$ cat src/rtl/memory_stage_if.sv
`default_nettype none
// ============================================================================
//  Module      : memory_stage_if
//  Description : Data-memory bus between the MEM pipeline stage (master) and
//                the external data memory (slave). Valid/ready handshake; the
//                request is held until the memory answers with ready.
//  Signals     : req   - request valid (master -> slave)
//                we    - 1 = store, 0 = load (master -> slave)
//                addr  - word-aligned byte address (master -> slave)
//                wdata - store data (master -> slave)
//                ready - request accepted/completed (slave -> master)
//                rdata - load data, valid with ready (slave -> master)
//  Revision    : 1.0 - initial release
// ============================================================================
interface memory_stage_if;
    logic        req;
    logic        we;
    logic [31:0] addr;
    logic [31:0] wdata;
    logic        ready;
    logic [31:0] rdata;

    modport master (
        output req,
        output we,
        output addr,
        output wdata,
        input  ready,
        input  rdata
    );

    modport slave (
        input  req,
        input  we,
        input  addr,
        input  wdata,
        output ready,
        output rdata
    );
endinterface
`default_nettype wire

$ cat src/rtl/memory_stage.sv
`default_nettype none
// ============================================================================
//  Module      : memory_stage
//  Description : Pipeline MEM stage. Issues word loads/stores to the data
//                memory over a valid/ready bus, stalls the upstream pipeline
//                while an access is outstanding, aborts an access with a bus
//                error after TIMEOUT_CYCLES unanswered WAIT cycles, and owns
//                the MEM/WB pipeline register plus its forwarding value.
//  Ports       : i_clk, i_reset (async, active low)
//                i_ex_mem_*        - EX/MEM register contents
//                dmem              - data-memory bus (master side)
//                o_stall           - freeze PC, IF/ID, ID/EX, EX/MEM
//                o_misaligned      - pulse: memory op with addr[1:0] != 0
//                o_bus_error       - pulse: access timed out
//                o_mem_wb_*        - MEM/WB register contents
//                o_mem_wb_write_data - write-back / forwarding value
//  Revision    : 1.0 - initial release
// ============================================================================
module memory_stage #(
    parameter int TIMEOUT_CYCLES = 16,
    parameter int CNT_W          = 5
) (
    input  wire logic        i_clk,
    input  wire logic        i_reset,

    input  wire logic [31:0] i_ex_mem_alu_result,
    input  wire logic [31:0] i_ex_mem_write_data,
    input  wire logic [4:0]  i_ex_mem_rd,
    input  wire logic        i_ex_mem_reg_write,
    input  wire logic        i_ex_mem_mem_read,
    input  wire logic        i_ex_mem_mem_write,
    input  wire logic        i_ex_mem_mem_to_reg,

    memory_stage_if.master   dmem,

    output logic             o_stall,
    output logic             o_misaligned,
    output logic             o_bus_error,

    output logic [31:0]      o_mem_wb_read_data,
    output logic [31:0]      o_mem_wb_alu_result,
    output logic [4:0]       o_mem_wb_rd,
    output logic             o_mem_wb_reg_write,
    output logic             o_mem_wb_mem_to_reg,
    output logic [31:0]      o_mem_wb_write_data
);

    localparam logic [CNT_W-1:0] c_cnt_last = CNT_W'(TIMEOUT_CYCLES - 1);

    typedef enum logic [1:0] {
        S_IDLE = 2'd0,
        S_WAIT = 2'd1,
        S_RESP = 2'd2
    } state_t;

    state_t           r_state;
    state_t           w_state_next;
    logic [CNT_W-1:0] r_cnt;
    logic [CNT_W-1:0] w_cnt_next;
    logic [31:0]      r_cap;
    logic [31:0]      w_cap_next;

    logic             w_access;
    logic             w_aligned;
    logic             w_req;
    logic             w_stall;
    logic             w_misaligned;
    logic             w_bus_error;

    logic [31:0]      w_wb_read_data;
    logic [31:0]      w_wb_alu_result;
    logic [4:0]       w_wb_rd;
    logic             w_wb_reg_write;
    logic             w_wb_mem_to_reg;

    logic [31:0]      r_wb_read_data;
    logic [31:0]      r_wb_alu_result;
    logic [4:0]       r_wb_rd;
    logic             r_wb_reg_write;
    logic             r_wb_mem_to_reg;

    assign w_access  = i_ex_mem_mem_read | i_ex_mem_mem_write;
    assign w_aligned = (i_ex_mem_alu_result[1:0] == 2'b00);

    // ------------------------------------------------------------------
    // State, timeout counter, capture register and MEM/WB register
    // ------------------------------------------------------------------
    always_ff @(posedge i_clk or negedge i_reset) begin
        if (!i_reset) begin
            r_state         <= S_IDLE;
            r_cnt           <= '0;
            r_cap           <= '0;
            r_wb_read_data  <= '0;
            r_wb_alu_result <= '0;
            r_wb_rd         <= '0;
            r_wb_reg_write  <= 1'b0;
            r_wb_mem_to_reg <= 1'b0;
        end else begin
            r_state         <= w_state_next;
            r_cnt           <= w_cnt_next;
            r_cap           <= w_cap_next;
            r_wb_read_data  <= w_wb_read_data;
            r_wb_alu_result <= w_wb_alu_result;
            r_wb_rd         <= w_wb_rd;
            r_wb_reg_write  <= w_wb_reg_write;
            r_wb_mem_to_reg <= w_wb_mem_to_reg;
        end
    end

    // ------------------------------------------------------------------
    // Next state, handshake outputs and MEM/WB next contents
    // ------------------------------------------------------------------
    always_comb begin
        w_state_next    = r_state;
        w_cnt_next      = r_cnt;
        w_cap_next      = r_cap;
        w_req           = 1'b0;
        w_stall         = 1'b0;
        w_misaligned    = 1'b0;
        w_bus_error     = 1'b0;
        w_wb_read_data  = '0;
        w_wb_alu_result = i_ex_mem_alu_result;
        w_wb_rd         = i_ex_mem_rd;
        w_wb_reg_write  = i_ex_mem_reg_write;
        w_wb_mem_to_reg = i_ex_mem_mem_to_reg;

        case (r_state)
            S_IDLE: begin
                if (w_access) begin
                    if (!w_aligned) begin
                        // Instruction retires without touching memory or
                        // the register file.
                        w_misaligned   = 1'b1;
                        w_wb_reg_write = 1'b0;
                    end else begin
                        w_req           = 1'b1;
                        w_stall         = 1'b1;
                        w_wb_alu_result = '0;
                        w_wb_rd         = '0;
                        w_wb_reg_write  = 1'b0;
                        w_wb_mem_to_reg = 1'b0;
                        if (dmem.ready) begin
                            w_cap_next   = dmem.rdata;
                            w_state_next = S_RESP;
                        end else begin
                            w_cnt_next   = '0;
                            w_state_next = S_WAIT;
                        end
                    end
                end
            end

            S_WAIT: begin
                w_req           = 1'b1;
                w_stall         = 1'b1;
                w_wb_alu_result = '0;
                w_wb_rd         = '0;
                w_wb_reg_write  = 1'b0;
                w_wb_mem_to_reg = 1'b0;
                w_cnt_next      = r_cnt + 1'b1;
                // Ready takes priority over a coinciding timeout.
                if (dmem.ready) begin
                    w_cap_next   = dmem.rdata;
                    w_state_next = S_RESP;
                end else if (r_cnt == c_cnt_last) begin
                    w_bus_error  = 1'b1;
                    w_cap_next   = '0;
                    w_state_next = S_RESP;
                end
            end

            S_RESP: begin
                // Stores write back zero read data; loads the captured word.
                w_wb_read_data = i_ex_mem_mem_write ? 32'd0 : r_cap;
                w_state_next   = S_IDLE;
            end

            default: begin
                w_state_next = S_IDLE;
            end
        endcase
    end

    // Pulses and the request are masked while reset is held so that an
    // asynchronous reset silences the bus immediately, whatever the inputs.
    assign dmem.req     = w_req & i_reset;
    assign dmem.we      = i_ex_mem_mem_write;
    assign dmem.addr    = i_ex_mem_alu_result;
    assign dmem.wdata   = i_ex_mem_write_data;

    assign o_stall      = w_stall & i_reset;
    assign o_misaligned = w_misaligned & i_reset;
    assign o_bus_error  = w_bus_error & i_reset;

    assign o_mem_wb_read_data  = r_wb_read_data;
    assign o_mem_wb_alu_result = r_wb_alu_result;
    assign o_mem_wb_rd         = r_wb_rd;
    assign o_mem_wb_reg_write  = r_wb_reg_write;
    assign o_mem_wb_mem_to_reg = r_wb_mem_to_reg;
    assign o_mem_wb_write_data = r_wb_mem_to_reg ? r_wb_read_data : r_wb_alu_result;

endmodule
`default_nettype wire
$ cat src/flat_wrapper.sv
// flat-port wrapper written by rule: the top's interface ports become plain ports
module memory_stage_flat 
#(
    parameter int TIMEOUT_CYCLES = 16,
    parameter int CNT_W          = 5
)
  (i_clk, i_reset, i_ex_mem_alu_result, i_ex_mem_write_data, i_ex_mem_rd, i_ex_mem_reg_write, i_ex_mem_mem_read, i_ex_mem_mem_write, i_ex_mem_mem_to_reg, o_stall, o_misaligned, o_bus_error, o_mem_wb_read_data, o_mem_wb_alu_result, o_mem_wb_rd, o_mem_wb_reg_write, o_mem_wb_mem_to_reg, o_mem_wb_write_data, dmem_req, dmem_we, dmem_addr, dmem_wdata, dmem_ready, dmem_rdata);
  memory_stage_if dmem_i ();
  input  wire logic i_clk;
  input  wire logic i_reset;
  input  wire logic [31:0] i_ex_mem_alu_result;
  input  wire logic [31:0] i_ex_mem_write_data;
  input  wire logic [4:0] i_ex_mem_rd;
  input  wire logic i_ex_mem_reg_write;
  input  wire logic i_ex_mem_mem_read;
  input  wire logic i_ex_mem_mem_write;
  input  wire logic i_ex_mem_mem_to_reg;
  output logic o_stall;
  output logic o_misaligned;
  output logic o_bus_error;
  output logic [31:0] o_mem_wb_read_data;
  output logic [31:0] o_mem_wb_alu_result;
  output logic [4:0] o_mem_wb_rd;
  output logic o_mem_wb_reg_write;
  output logic o_mem_wb_mem_to_reg;
  output logic [31:0] o_mem_wb_write_data;
  output wire logic [$bits(dmem_i.req)-1:0] dmem_req;
  output wire logic [$bits(dmem_i.we)-1:0] dmem_we;
  output wire logic [$bits(dmem_i.addr)-1:0] dmem_addr;
  output wire logic [$bits(dmem_i.wdata)-1:0] dmem_wdata;
  input wire logic [$bits(dmem_i.ready)-1:0] dmem_ready;
  input wire logic [$bits(dmem_i.rdata)-1:0] dmem_rdata;
  assign dmem_req = dmem_i.req;
  assign dmem_we = dmem_i.we;
  assign dmem_addr = dmem_i.addr;
  assign dmem_wdata = dmem_i.wdata;
  assign dmem_i.ready = dmem_ready;
  assign dmem_i.rdata = dmem_rdata;
  memory_stage #(.TIMEOUT_CYCLES(TIMEOUT_CYCLES), .CNT_W(CNT_W)) u_core (.i_clk(i_clk), .i_reset(i_reset), .i_ex_mem_alu_result(i_ex_mem_alu_result), .i_ex_mem_write_data(i_ex_mem_write_data), .i_ex_mem_rd(i_ex_mem_rd), .i_ex_mem_reg_write(i_ex_mem_reg_write), .i_ex_mem_mem_read(i_ex_mem_mem_read), .i_ex_mem_mem_write(i_ex_mem_mem_write), .i_ex_mem_mem_to_reg(i_ex_mem_mem_to_reg), .dmem(dmem_i), .o_stall(o_stall), .o_misaligned(o_misaligned), .o_bus_error(o_bus_error), .o_mem_wb_read_data(o_mem_wb_read_data), .o_mem_wb_alu_result(o_mem_wb_alu_result), .o_mem_wb_rd(o_mem_wb_rd), .o_mem_wb_reg_write(o_mem_wb_reg_write), .o_mem_wb_mem_to_reg(o_mem_wb_mem_to_reg), .o_mem_wb_write_data(o_mem_wb_write_data));
endmodule
$ cat config.mk
export PLATFORM = sky130hd
export DESIGN_NAME = memory_stage_flat
export DESIGN_NICKNAME = d
export VERILOG_FILES = /design/src/rtl/memory_stage_if.sv /design/src/rtl/memory_stage.sv /design/src/flat_wrapper.sv
export SDC_FILE = /design/constraint.sdc
export NUM_CORES = 1
export LEC_CHECK = 0
export CAP_MARGIN = 20
export CORE_MARGIN = 10
export CORE_UTILIZATION = 35
export CTS_CLUSTER_DIAMETER = 30
export DETAILED_ROUTE_END_ITERATION = 10
export PLACE_DENSITY_LB_ADDON = 0.15
export SLEW_MARGIN = 20
export SYNTH_ARGS = -nofsm -noshare
export SYNTH_HDL_FRONTEND = slang
export SYNTH_SLANG_ARGS = --single-unit
$ cat constraint.sdc
create_clock -name i_clk -period 2.5 [get_ports i_clk]
set_clock_uncertainty 0.2 [all_clocks]
set_input_delay 0.625 -clock i_clk [delete_from_list [all_inputs] [get_ports i_clk]]
set_output_delay 0.625 -clock i_clk [all_outputs]
set_load 0.005 [all_outputs]
; After elaboration in Yosys (flattened, before gate mapping)
; Index checks and enable logic that the tools add are counted.
[word_totals]
reg_bits = 110
in_bits = 108
output_inout_bits = 172
[op_classes]
add_sub_neg = 1
eq_ne = 8
muxes = 39
bitwise_logic = 4
n_reduce_logical = 6
[ops]
columns = operator, count
row1 = $mux 32, 10
row2 = $pmux 32 s2, 2
row3 = $mux 5, 5
row4 = $pmux 5 s2, 2
row5 = $mux 1, 11
row6 = $mux 2, 5
row7 = $pmux 1 s2, 3
row8 = $add 5x1->5 const B, 1
row9 = $eq 5x4->1 const B, 1
row10 = $reduce_and 5->1, 1
row11 = $logic_not 2->1, 2
row12 = $ne 2x1->1 const B, 2
row13 = $ne 2x2->1 const B, 2
row14 = $pmux 2 s2, 1
row15 = $reduce_and 4->1, 1
row16 = $and 1x1->1, 3
row17 = $ne 3x2->1 const B, 1
row18 = $reduce_and 3->1, 1
row19 = $eq 2x1->1 const B, 1
row20 = $eq 2x2->1 const B, 1
row21 = $reduce_bool 2->1, 1
row22 = $or 1x1->1, 1

; Longest topological paths before layout
; Gate-level depths: netlist of run 1.
[depth]
word_depth = 5
mapped_depth = 8
mapped_depth_nobuf = 6

; Worst setup path after synthesis of run 1
; Ideal clock, no wire load.
[synth_path]
kind = in2out
start = input port i_ex_mem_mem_read
end = output port o_stall
arrival_time_ns = 1.718
setup_slack_ns = -0.043
stages = 6
n_path_buf = 2
path_cell_list = or2_1 -> a21oi_2 -> nor2_1 -> clkbuf_1 -> and2_1 -> buf_4
[synth_between]
elab_chain_len = 4
[synth_lines]
columns = element, line
row1 = from (decl), flat_wrapper.sv:15  ; input wire logic i_ex_mem_mem_read;
row2 = $or 1x1->1, memory_stage.sv:82  ; assign w_access = i_ex_mem_mem_read | i_ex_mem_mem_write;
row3 = $mux 1, n/a
row4 = $pmux 1 s2, n/a
row5 = $and 1x1->1, n/a
row6 = to (decl), flat_wrapper.sv:18  ; output logic o_stall;
; No other way between the ends.

; Worst setup path after layout of run 1
[layout_path]
start = input port i_ex_mem_alu_result[23]
end = output port dmem_addr[23]
[layout_lines]
columns = element, line
row1 = from (decl), flat_wrapper.sv:11  ; input wire logic [31:0] i_ex_mem_alu_result;
row2 = to (decl), flat_wrapper.sv:29  ; output wire logic [$bits(dmem_i.addr)-1:0] dmem_addr;
; No word-level cell between the ends.

==> results of run 1 <==
[synth_stat cells (all sizes together)]
cell,n,area [sq um]
nor3,2,10.0
o21a,1,7.51
nor2b,38,238
o31ai,1,7.51
ha,2,25.0
or3,2,12.5
o21ai,1,5.00
nand3,1,5.00
mux2,32,360
o2111a,1,11.3
nand2,2,7.51
nand2b,2,12.5
o22ai,2,12.5
and3,1,6.26
inv,4,15.0
a22o,32,280
nor3b,2,20.0
dfrtp,110,2750
nand4b,1,8.76
mux2i,2,20.0
buf,78,571
a21oi,3,18.8
nor4,1,6.26
and2,35,219
or2,1,6.26
nor2,4,15.0
or3b,1,8.76
clkbuf,7,26.3
a21boi,1,7.51
[cell type report]
type / instances / area (sq um) / share of cell area
Tap cell: 176 / 220 / 0.0315
Multi-Input combinational cell: 171 / 1370 / 0.196
Timing Repair Buffer: 247 / 2340 / 0.336
Inverter: 4 / 15.0 / 0.00215
Clock inverter: 4 / 50.0 / 0.00717
Sequential cell: 110 / 2750 / 0.395
Clock buffer: 10 / 229 / 0.0328
[report_power, final]
| group | leakage, nW | internal (mW) | switching, mW | total, mW |
|---|---|---|---|---|
| sequential | 1.41 | 2.03 | 0.131 | 2.16 |
| combinational | 1.70 | 0.606 | 0.354 | 0.960 |
| clock | 0.130 | 0.765 | 0.609 | 1.37 |
| total | 3.24 | 3.40 | 1.09 | 4.49 |
[repair_timing]
item                                   CTS  global route
gates resized for setup                 60             5
setup endpoints to repair               40             6
hold buffers                             1             0
setup buffers                            4             1
pin swaps                                4             1
endpoints found under the hold margin    2             0
[layer usage]
metal  wire (um)  track usage  vias up
li1            -            -     1511
met1        5230        0.166     1601
met2        6860        0.249      127
met3        1060       0.0402       25
met4         239       0.0562        0
met5           0            0        -
[worst max-delay path by stage]
stage                                               from                      to  slack, ns  cells past startpoint
floorplan                              i_ex_mem_mem_read                 o_stall      0.003                      6
global placement                      i_ex_mem_mem_write                 o_stall      -0.48                      6
detailed placement                    i_ex_mem_mem_write                 o_stall      -0.53                      6
CTS                 u_core.o_mem_wb_mem_to_reg$_DFF_PN0_  o_mem_wb_write_data[6]     0.0001                      5
global route                      i_ex_mem_alu_result[8]            dmem_addr[8]      0.004                      2
finish                           i_ex_mem_alu_result[23]           dmem_addr[23]       0.03                      2
[per-stage QoR]
| stage | hold WS (ns) | utilization |
|---|---|---|
| final | 0.155 | 0.529 |
| after global routing | 0.193 | 0.529 |
| after CTS | 0.160 | 0.529 |
| after detailed placement | 0.236 | 0.508 |
| after global placement | 0.233 | 0.508 |
| after floorplan | 0.129 | - |
[logic make-up (layout without fill, tap and decap cells)]
kind of cell    Yosys count  in the layout  synth area share
compound gates           42             42            0.0746
fa+ha+maj                 2              2           0.00533
buf+inv                  89            265             0.130
flops                   110            110             0.586
mux                      34             34            0.0810
simple gates             93             93             0.123
==> metrics.md, run 1 <==
| Metric | Value |
|---|---|
| Final setup viols | 0 |
| Startpoint types | primary input |
| Skew-Pair Late Insertion Delay | around 0.34 ns |
| TNS Setup | 0 ns |
| Leak Pwr | approximately 3.2 nW |
| Final Hold Viols | 0 |
| Highest Clock Rate | 405 MHz |
| Max Cap Viol | 0 |
| Worst R2R Start | u_core.r_cnt[1]$_DFFE_PN0P_ |
| Ports | between 200 and 300 |
| Seq/Total Area, Yosys | 0.586 |
| Die Span X | ~140 um |
| CTS max path bufs | 2 |
| Commonest non-fill, non-tap cells in the layout | clkdlybuf4s50_1, dfrtp_1, nor2b_1 |
| Vias in the first global route | about 3.6k |
| Yosys Warn Count | 0 |
| Family with the most delay on the worst path | buffers and inverters |
| Flop2flop setup slack | about 0.42 ns |
| Core area | ~13000 sq um |
| Tightest Hold Check Type | primary input to asynchronous set/reset pin |
| Crit path buffers/inverters | 2 |
| Slowest stage delay, CP | about 0.53 ns |
| Non-filler cells in the finished layout | between 700 and 800 |
| Router iterations before antenna repair | 4 |
| DRC errors left | 0 |
| Initial antenna violation count | 0 |
| First-pass GRT wire length | roughly 21 mm |
| H-tree levels | 3 |
| Reg2Reg Depth | 8 |
| Total Power | roughly 4.5 mW |
| Remaining Overflow, GRT | 0 |
| GR Util All Layers | 0.145 |
| Req. time, crit path | 1.67 ns |
| Area added between synthesis and finish | 48.7% |
| Post-synthesis instance total | 370 |
| Crit path max fanout | 2 |
| Routed len/inst | around 19 um |
| N_diodes | 0 |
| CTS sink count | 110 |
| Starting density of the core | 0.356 |
| Largest net degree at the start of global routing | slightly below 80 |
| Cell area after layout | about 7000 sq um |
| Dpl cell area | 6700 sq um |
| Layout cells sized above 1 | 0.167 |
| Port bufs | between 200 and 250 |
| Die height | approximately 140 um |
| Pwr dens | about 640 nW/um^2 |
| Status | finished, final reports clean |
| Syn Nets | 480 |
| Unrepaired setup endpoints after global routing | no |
| Starting DRT DRC Count | 140 |
| Routability cong. | between 0.7 and 0.8 |
| Pins Over Slew Limit | 0 |
| Distinct cells, synth | 34 |
| Fillers | between 1k and 1.5k |
| Worst setup EP type | primary output |
| Post-synthesis cell area | 4700 sq um |
| Nets | 653 |
| Max VDD drop | 0.303 mV |
| CP cell instances | clkdlybuf4s50_1, clkdlybuf4s50_1 |
| Tightest Pin Transition | between 0.9 and 1 ns |
| Routed vias/inst | approximately 4.5 |
| CP most frequent cell | clkdlybuf4s50_1 |
| Yosys reg bits | 110 |
| Clk slew on worst S/H paths | 0.06 ns |
| Core Rows | 42 |
| Data arrival, critical path | 1.64 ns |
| CP Class | primary input to primary output |
| Vias after detailed routing | 3264 |
| Dpl hpwl | around 10 mm |
| Die area | roughly 18000 sq um |
| Final WS setup | between 0.03 and 0.04 ns |
| R2R Path End | u_core.r_cap[7]$_DFFE_PN0P_ |
| Slew margin rel. | 0.375 |
| Dpl cells | 702 |
| Period minus WS final | approximately 2.5 ns |
| Final Cycle Share | 0.988 |
| Clock Tree Root | clkbuf_16 |
| CTS tree | built |
| Pre-CTS setup slack | -0.528 ns |
| Num CTS Buffers | 9 |
| Final ANT Viol Nets | 0 |
| Critical Path Slowest Stage Cell | clkdlybuf4s50_1 |
| Syn avg cell area | between 10 and 15 sq um |
| Most common cell after layout, fill and taps aside | clkdlybuf4s50_1 |
| Detailed Route WL | around 13 mm |
No activity file was read; power rests on OpenSTA's default activity.
==> run 2, diff against run 1 <==
CAP_MARGIN = 25   (was 20)
HOLD_SLACK_MARGIN = 0.1   (was unset)
clock period = 3.1 ns   (was 2.5 ns; I/O delays follow)
==> run 2 against run 1 <==
Critical path depth is 4 higher. Combinational power is 19% lower. Register-to-register slack better by 0.58 ns. Non-clock buffer count is 15 lower. Cell count is 1.8% lower. Worst hold slack better by 0.12 ns. Critical endpoint is now o_stall. Highest routed layer unchanged.
==> metrics.md, run 2 (synthesis gave the netlist of run 1 again) <==
| Metric | Value |
|---|---|
| Final ANT Viol Nets | 0 (unchanged) |
| Status | finished, final reports clean |
| Area added between synthesis and finish | 48.1% |
| CP cell instances | clkdlybuf4s50_1, or2_1, a21oi_2, nor2_4, and2_1, clkdlybuf4s15_1 |
| Slowest stage delay, CP | 0.40 ns (-0.13 ns) |
| Routed len/inst | 19.2 um (+3.5%) |
| Req. time, crit path | 2.12 ns (+0.45 ns) |
| DRC errors left | 0 (unchanged) |
| N_diodes | 0 (unchanged) |
| Worst R2R Start | u_core.r_cnt[0]$_DFFE_PN0P_ |
| Dpl cell area | 6630 sq um (-1.2%) |
| Dpl cells | 691 (-1.6%) |
| Highest Clock Rate | approximately 330 MHz |
| Port bufs | 215 (unchanged) |
| Slew margin rel. | 0.699 (+0.325) |
| Routed vias/inst | 4.57 (+1.1%) |
| Ports | 280 (unchanged) |
| Final Hold Viols | 0 (unchanged) |
| Cell area after layout | 6950 sq um (-0.38%) |
| Crit path buffers/inverters | 2 (unchanged) |
| H-tree levels | 3 (unchanged) |
| Period minus WS final | 3.01 ns |
| Core Rows | 42 (unchanged) |
| Num CTS Buffers | 9 (unchanged) |
| Die height | 136 um (unchanged) |
| Clk slew on worst S/H paths | 0.07 ns (about the same) |
| Layout cells sized above 1 | 0.128 (-0.0391) |
| Crit path max fanout | 2 (unchanged) |
| Tightest Pin Transition | 0.451 ns (-0.487 ns) |
| Non-filler cells in the finished layout | 709 (-1.8%) |
| Initial antenna violation count | 0 (unchanged) |
| Largest net degree at the start of global routing | 75 (-2.6%) |
| R2R Path End | u_core.r_cap[24]$_DFFE_PN0P_ |
| Tightest Hold Check Type | flop to flop |
| Flop2flop setup slack | 1.00 ns (+0.58 ns) |
| CP Class | primary input to primary output |
| Min-delay src | u_core.r_cap[23]$_DFFE_PN0P_ |
| Skew-Pair Late Insertion Delay | 0.34 ns (about the same) |
| Starting density of the core | 0.356 (unchanged) |
| Detailed Route WL | 13.6 mm (+1.7%) |
| Max Cap Viol | 0 (unchanged) |
| FF+latch area | 2750 sq um (about the same) |
| Commonest non-fill, non-tap cells in the layout | clkdlybuf4s50_1, dfrtp_1, nor2b_1 |
| Clock Tree Root | clkbuf_16 |
| Final Util | 0.527 (-0.00199) |
| Starting DRT DRC Count | 116 (-17%) |
| Remaining Overflow, GRT | 0 (unchanged) |
| Unrepaired setup endpoints after global routing | no |
| Startpoint types | primary input |
| Max VDD drop | 0.242 mV (-20%) |
| Dpl hpwl | 10.0 mm (-2.1%) |
| Router iterations before antenna repair | 4 (unchanged) |
| Fillers | 1139 (-2.6%) |
| Vias after detailed routing | 3240 (-0.74%) |
| CTS max path bufs | 2 (unchanged) |
| Hold WS | 0.278 ns (+0.123 ns) |
| CTS sink count | 110 (unchanged) |
| Final setup viols | 0 (unchanged) |
| Critical Path Slowest Stage Cell | clkdlybuf4s50_1 |
| Most common cell after layout, fill and taps aside | clkdlybuf4s50_1 |
| Pre-CTS setup slack | -0.165 ns (+0.363 ns) |
| Area occupied by multi-input gates | 1350 sq um (-1.3%) |
| Hold EP | u_core.o_mem_wb_read_data[23]$_DFF_PN0_ |
| Data arrival, critical path | 2.03 ns (+0.39 ns) |
| Nets | 638 (-2.3%) |
| Die area | 18400 sq um (unchanged) |
| Reg2Reg Depth | 7 (-1) |
| Hold Path Stages | 1 |
| Core area | 13200 sq um (unchanged) |
| Vias in the first global route | 3472 (-2.7%) |
| Final Cycle Share | 0.970 |
| Pins Over Slew Limit | 0 (unchanged) |
| First-pass GRT wire length | 20.3 mm (-2.1%) |
| Final WS setup | 0.0940 ns (+0.0635 ns) |
| Leak Pwr | 3.10 nW (-4.2%) |
| Family with the most delay on the worst path | buffers and inverters |
| Total Power | 3.62 mW (-19%) |
| CTS tree | built |
| Worst setup EP type | primary output |
| TNS Setup | 0 ns (unchanged) |
| GR Util All Layers | 0.142 (-0.00272) |
| Pwr dens | 521 nW/um^2 (-19%) |
| Routability cong. | 0.738 (-6.4%) |
| Die Span X | 136 um (unchanged) |
run 2: how the worst max path moves through the flow:
stage	start	endpoint	slack (ns)	cells past startpoint
6_report	i_ex_mem_mem_read	o_stall	0.09	6
5_1_grt	i_ex_mem_mem_read	dmem_req	0.04	6
4_1_cts	i_ex_mem_mem_write	dmem_req	0.02	6
3_5_place_dp	i_ex_mem_mem_write	dmem_req	-0.16	6
3_3_place_gp	i_ex_mem_mem_write	o_stall	-0.15	6
2_1_floorplan	i_ex_mem_mem_read	o_stall	0.26	6
run 2: layout make-up:
cell class	instances	share of cell area
inverters	4	0.00216
clock inverters	3	0.00252
well taps	176	0.0317
multi-input cells	171	0.194
flip-flops and latches	110	0.396
repair buffers	232	0.335
clock buffers	13	0.0389
run 2: repair_timing:
item                                    CTS  global route
endpoints found under the setup margin    3             3
cloned                                    0             0
pin swaps                                 0             2
setup buffers                             0             0
hold endpoints to repair                  6             0
hold buffers                              1             0
gates resized for setup                   3             4
run 2: power by group:
group	leakage [nW]	internal, mW	switching, mW
sequential	1.41	1.63	0.105
combinational	1.55	0.496	0.280
clock	0.142	0.609	0.500
total	3.10	2.74	0.885
run 2: per-layer routing:
layer	part of all wire	up-vias	global-route usage	wire, um
met1	0.38	1595	0.159	5170
met2	0.52	132	0.246	7050
met5	0	-	0	0
met3	0.088	20	0.0458	1200
li1	-	1493	-	-
met4	0.014	0	0.0520	189
==> run 3, diff against run 2 <==
CTS_BUF_LIST = sky130_fd_sc_hd__clkbuf_8   (was unset)
GPL_ROUTABILITY_DRIVEN = 0   (was unset)
==> run 3 against run 2 <==
Count of clock-buffer cells in the layout fell by 1. Power fell by 7.8%. Worst hold slack got worse by 0.023 ns. First-iteration DRC count rose by 22%. Critical path depth did not move. Sequential share of layout area rose by 0.54 points. Cell count rose by 0.14%. Wire length rose by 0.26%. Register-to-register slack barely moved. Largest cell class unchanged.
==> metrics.md, run 3 (synthesis gave the netlist of run 1 again) <==
| Metric | Value |
|---|---|
| Status | finished, final reports clean |
| Ports | 280 (unchanged) |
| Crit path max fanout | 2 (unchanged) |
| Clock share of power | 0.245 (-0.061) |
| Dpl cells | 691 (unchanged) |
| Starting density of the core | 0.356 (unchanged) |
| Final Util | 0.520 (-0.00711) |
| Routed met2 length | 7.03 mm (-0.26%) |
| Flop2flop setup slack | 1.00 ns (about the same) |
| Slew margin rel. | 0.700 (about the same) |
| Hold WS | 0.255 ns (-0.0227 ns) |
| Pins Over Slew Limit | 0 (unchanged) |
| Period minus WS final | 3.01 ns (-0.0000337 ns) |
| Startpoint types | primary input |
| TNS Setup | 0 ns (unchanged) |
| Num CTS Buffers | 9 (unchanged) |
| Final ANT Viol Nets | 0 (unchanged) |
| H-tree levels | 3 (unchanged) |
| Highest Clock Rate | 333 MHz (about the same) |
| Non-filler cells in the finished layout | 710 (+0.14%) |
| N_diodes | 0 (unchanged) |
| Met1 wire length | 5.29 mm (+2.4%) |
| Top layer reached by signal wires | met4 |
| Tightest Pin Transition | 0.451 ns (-0.000711 ns) |
| Family with the most delay on the worst path | buffers and inverters |
| Routed vias/inst | 4.52 (-1.2%) |
| Fillers | 1150 (+0.97%) |
| Max VDD drop | 0.218 mV (-10%) |
| Port bufs | 215 (unchanged) |
| Req. time, crit path | 2.12 ns (about the same) |
| Final WS setup | 0.0940 ns (+0.0000337 ns) |
| Net Sw Frac | 0.256 (+0.0114) |
| Vias after detailed routing | 3206 (-1.0%) |
| Reg power frac | 0.520 (+0.040) |
| CP startpoint | i_ex_mem_mem_read |
| GR Util All Layers | 0.142 (+0.000623) |
| Logic gate share of total power | 0.235 (+0.021) |
| Core area | 13200 sq um (unchanged) |
| Largest net degree at the start of global routing | 75 (unchanged) |
| Total Power | 3.34 mW (-7.8%) |
| Tightest Hold Check Type | primary input to asynchronous set/reset pin |
| Area occupied by multi-input gates | 1350 sq um (unchanged) |
| Data arrival, critical path | 2.03 ns (about the same) |
| Die Span X | 136 um (unchanged) |
| DRC errors left | 0 (unchanged) |
| DR WL met3 | 1.14 mm (-4.9%) |
| Pwr dens | 487 nW/um^2 (-6.5%) |
| Worst setup EP type | primary output |
| Routed len/inst | 19.2 um (+0.12%) |
| Worst R2R Start | u_core.r_cnt[1]$_DFFE_PN0P_ |
| Unrepaired setup endpoints after global routing | no |
| Crit path buffers/inverters | 2 (unchanged) |
| Leak Pwr | 3.07 nW (-1.2%) |
| Final Hold Viols | 0 (unchanged) |
| Core Rows | 42 (unchanged) |
| FF+latch area | 2750 sq um (unchanged) |
| Clock Tree Root | clkbuf_8 |
| Starting DRT DRC Count | 141 (+22%) |
| Most common cell after layout, fill and taps aside | clkdlybuf4s50_1 |
| Net Switching | 0.854 mW (-3.5%) |
| Die height | 136 um (unchanged) |
| Final setup viols | 0 (unchanged) |
| CTS max path bufs | 2 (unchanged) |
| Cell area after layout | 6860 sq um (-1.3%) |
| Vias in the first global route | 3463 (-0.26%) |
| Slowest stage delay, CP | 0.40 ns (about the same) |
| Skew-Pair Late Insertion Delay | 0.36 ns (+0.02 ns) |
| Layout cells sized above 1 | 0.129 (+0.00163) |
| Dpl cell area | 6630 sq um (unchanged) |
| Die area | 18400 sq um (unchanged) |
| Reg2Reg Depth | 7 (unchanged) |
| Remaining Overflow, GRT | 0 (unchanged) |
| Detailed Route WL | 13.6 mm (+0.26%) |
| CP cell instances | clkdlybuf4s50_1, or2_1, a21oi_2, nor2_4, and2_1, clkdlybuf4s15_1 |
| CP Class | primary input to primary output |
| Nets | 639 (+0.16%) |
| Max Cap Viol | 0 (unchanged) |
| First-pass GRT wire length | 20.4 mm (+0.17%) |
| R2R Path End | u_core.r_cap[24]$_DFFE_PN0P_ |
| Int Power | 2.49 mW (-9.2%) |
| CTS tree | built |
| Clk slew on worst S/H paths | 0.09 ns (+0.02 ns) |
| Router iterations before antenna repair | 4 (unchanged) |
| Dpl hpwl | 10.0 mm (unchanged) |
| Commonest non-fill, non-tap cells in the layout | clkdlybuf4s50_1, dfrtp_1, nor2b_1 |
| Area added between synthesis and finish | 46.1% |
| Critical Path Slowest Stage Cell | clkdlybuf4s50_1 |
| Final Cycle Share | 0.970 (about the same) |
| Pre-CTS setup slack | -0.165 ns (unchanged) |
| Initial antenna violation count | 0 (unchanged) |
| CTS sink count | 110 (unchanged) |
==> run 3: cell types whose count changed in the layout (fill, tap and decap cells not counted), sizes merged <==
cell | previous run | this run
buf | 17 | 18
inv | 4 | 5
clkbuf | 13 | 12
==> run 3: per-layer routing <==
metal | GRT usage | up-vias
met5 | 0 | -
met1 | 0.161 | 1581
met2 | 0.245 | 120
met4 | 0.0538 | 0
met3 | 0.0458 | 20
li1 | - | 1485
==> run 3: layout make-up <==
cell class	count	share of cell area
Sequential cell	110	0.401
Tap cell	176	0.0321
Inverter	4	0.00219
Multi-Input combinational cell	171	0.197
Timing Repair Buffer	233	0.341
Clock inverter	4	0.00310
Clock buffer	12	0.0241
==> run 3: timing repair <==
| action | in CTS | in global routing |
|---|---|---|
| resized for setup | 3 | 4 |
| hold endpoints to repair | 6 | 0 |
| hold buffers | 1 | 0 |
| buffers inserted | 1 | 0 |
| pin swaps | 0 | 2 |
| endpoints found under the setup margin | 4 | 3 |
==> run 3: worst max path at each step <==
stage	to	slack, ns	depth (start not counted)
floorplan	o_stall	0.26	6
global placement	o_stall	-0.15	6
CTS	dmem_req	0.02	6
finish	o_stall	0.09	6
detailed placement	dmem_req	-0.16	6
global route	dmem_req	0.04	6
==> run 3: power groups by stage <==
| stage | logic, mW | clock network [mW] | registers (mW) |
|---|---|---|---|
| 5_1_grt | 0.855 | 0.931 | 1.76 |
| 3_3_place_gp | 0.776 | 0 | 1.76 |
| 6_report | 0.785 | 0.819 | 1.74 |
| 2_1_floorplan | 0.373 | 0 | 1.74 |
| 3_5_place_dp | 0.788 | 0 | 1.77 |
| 4_1_cts | 0.800 | 0.864 | 1.74 |
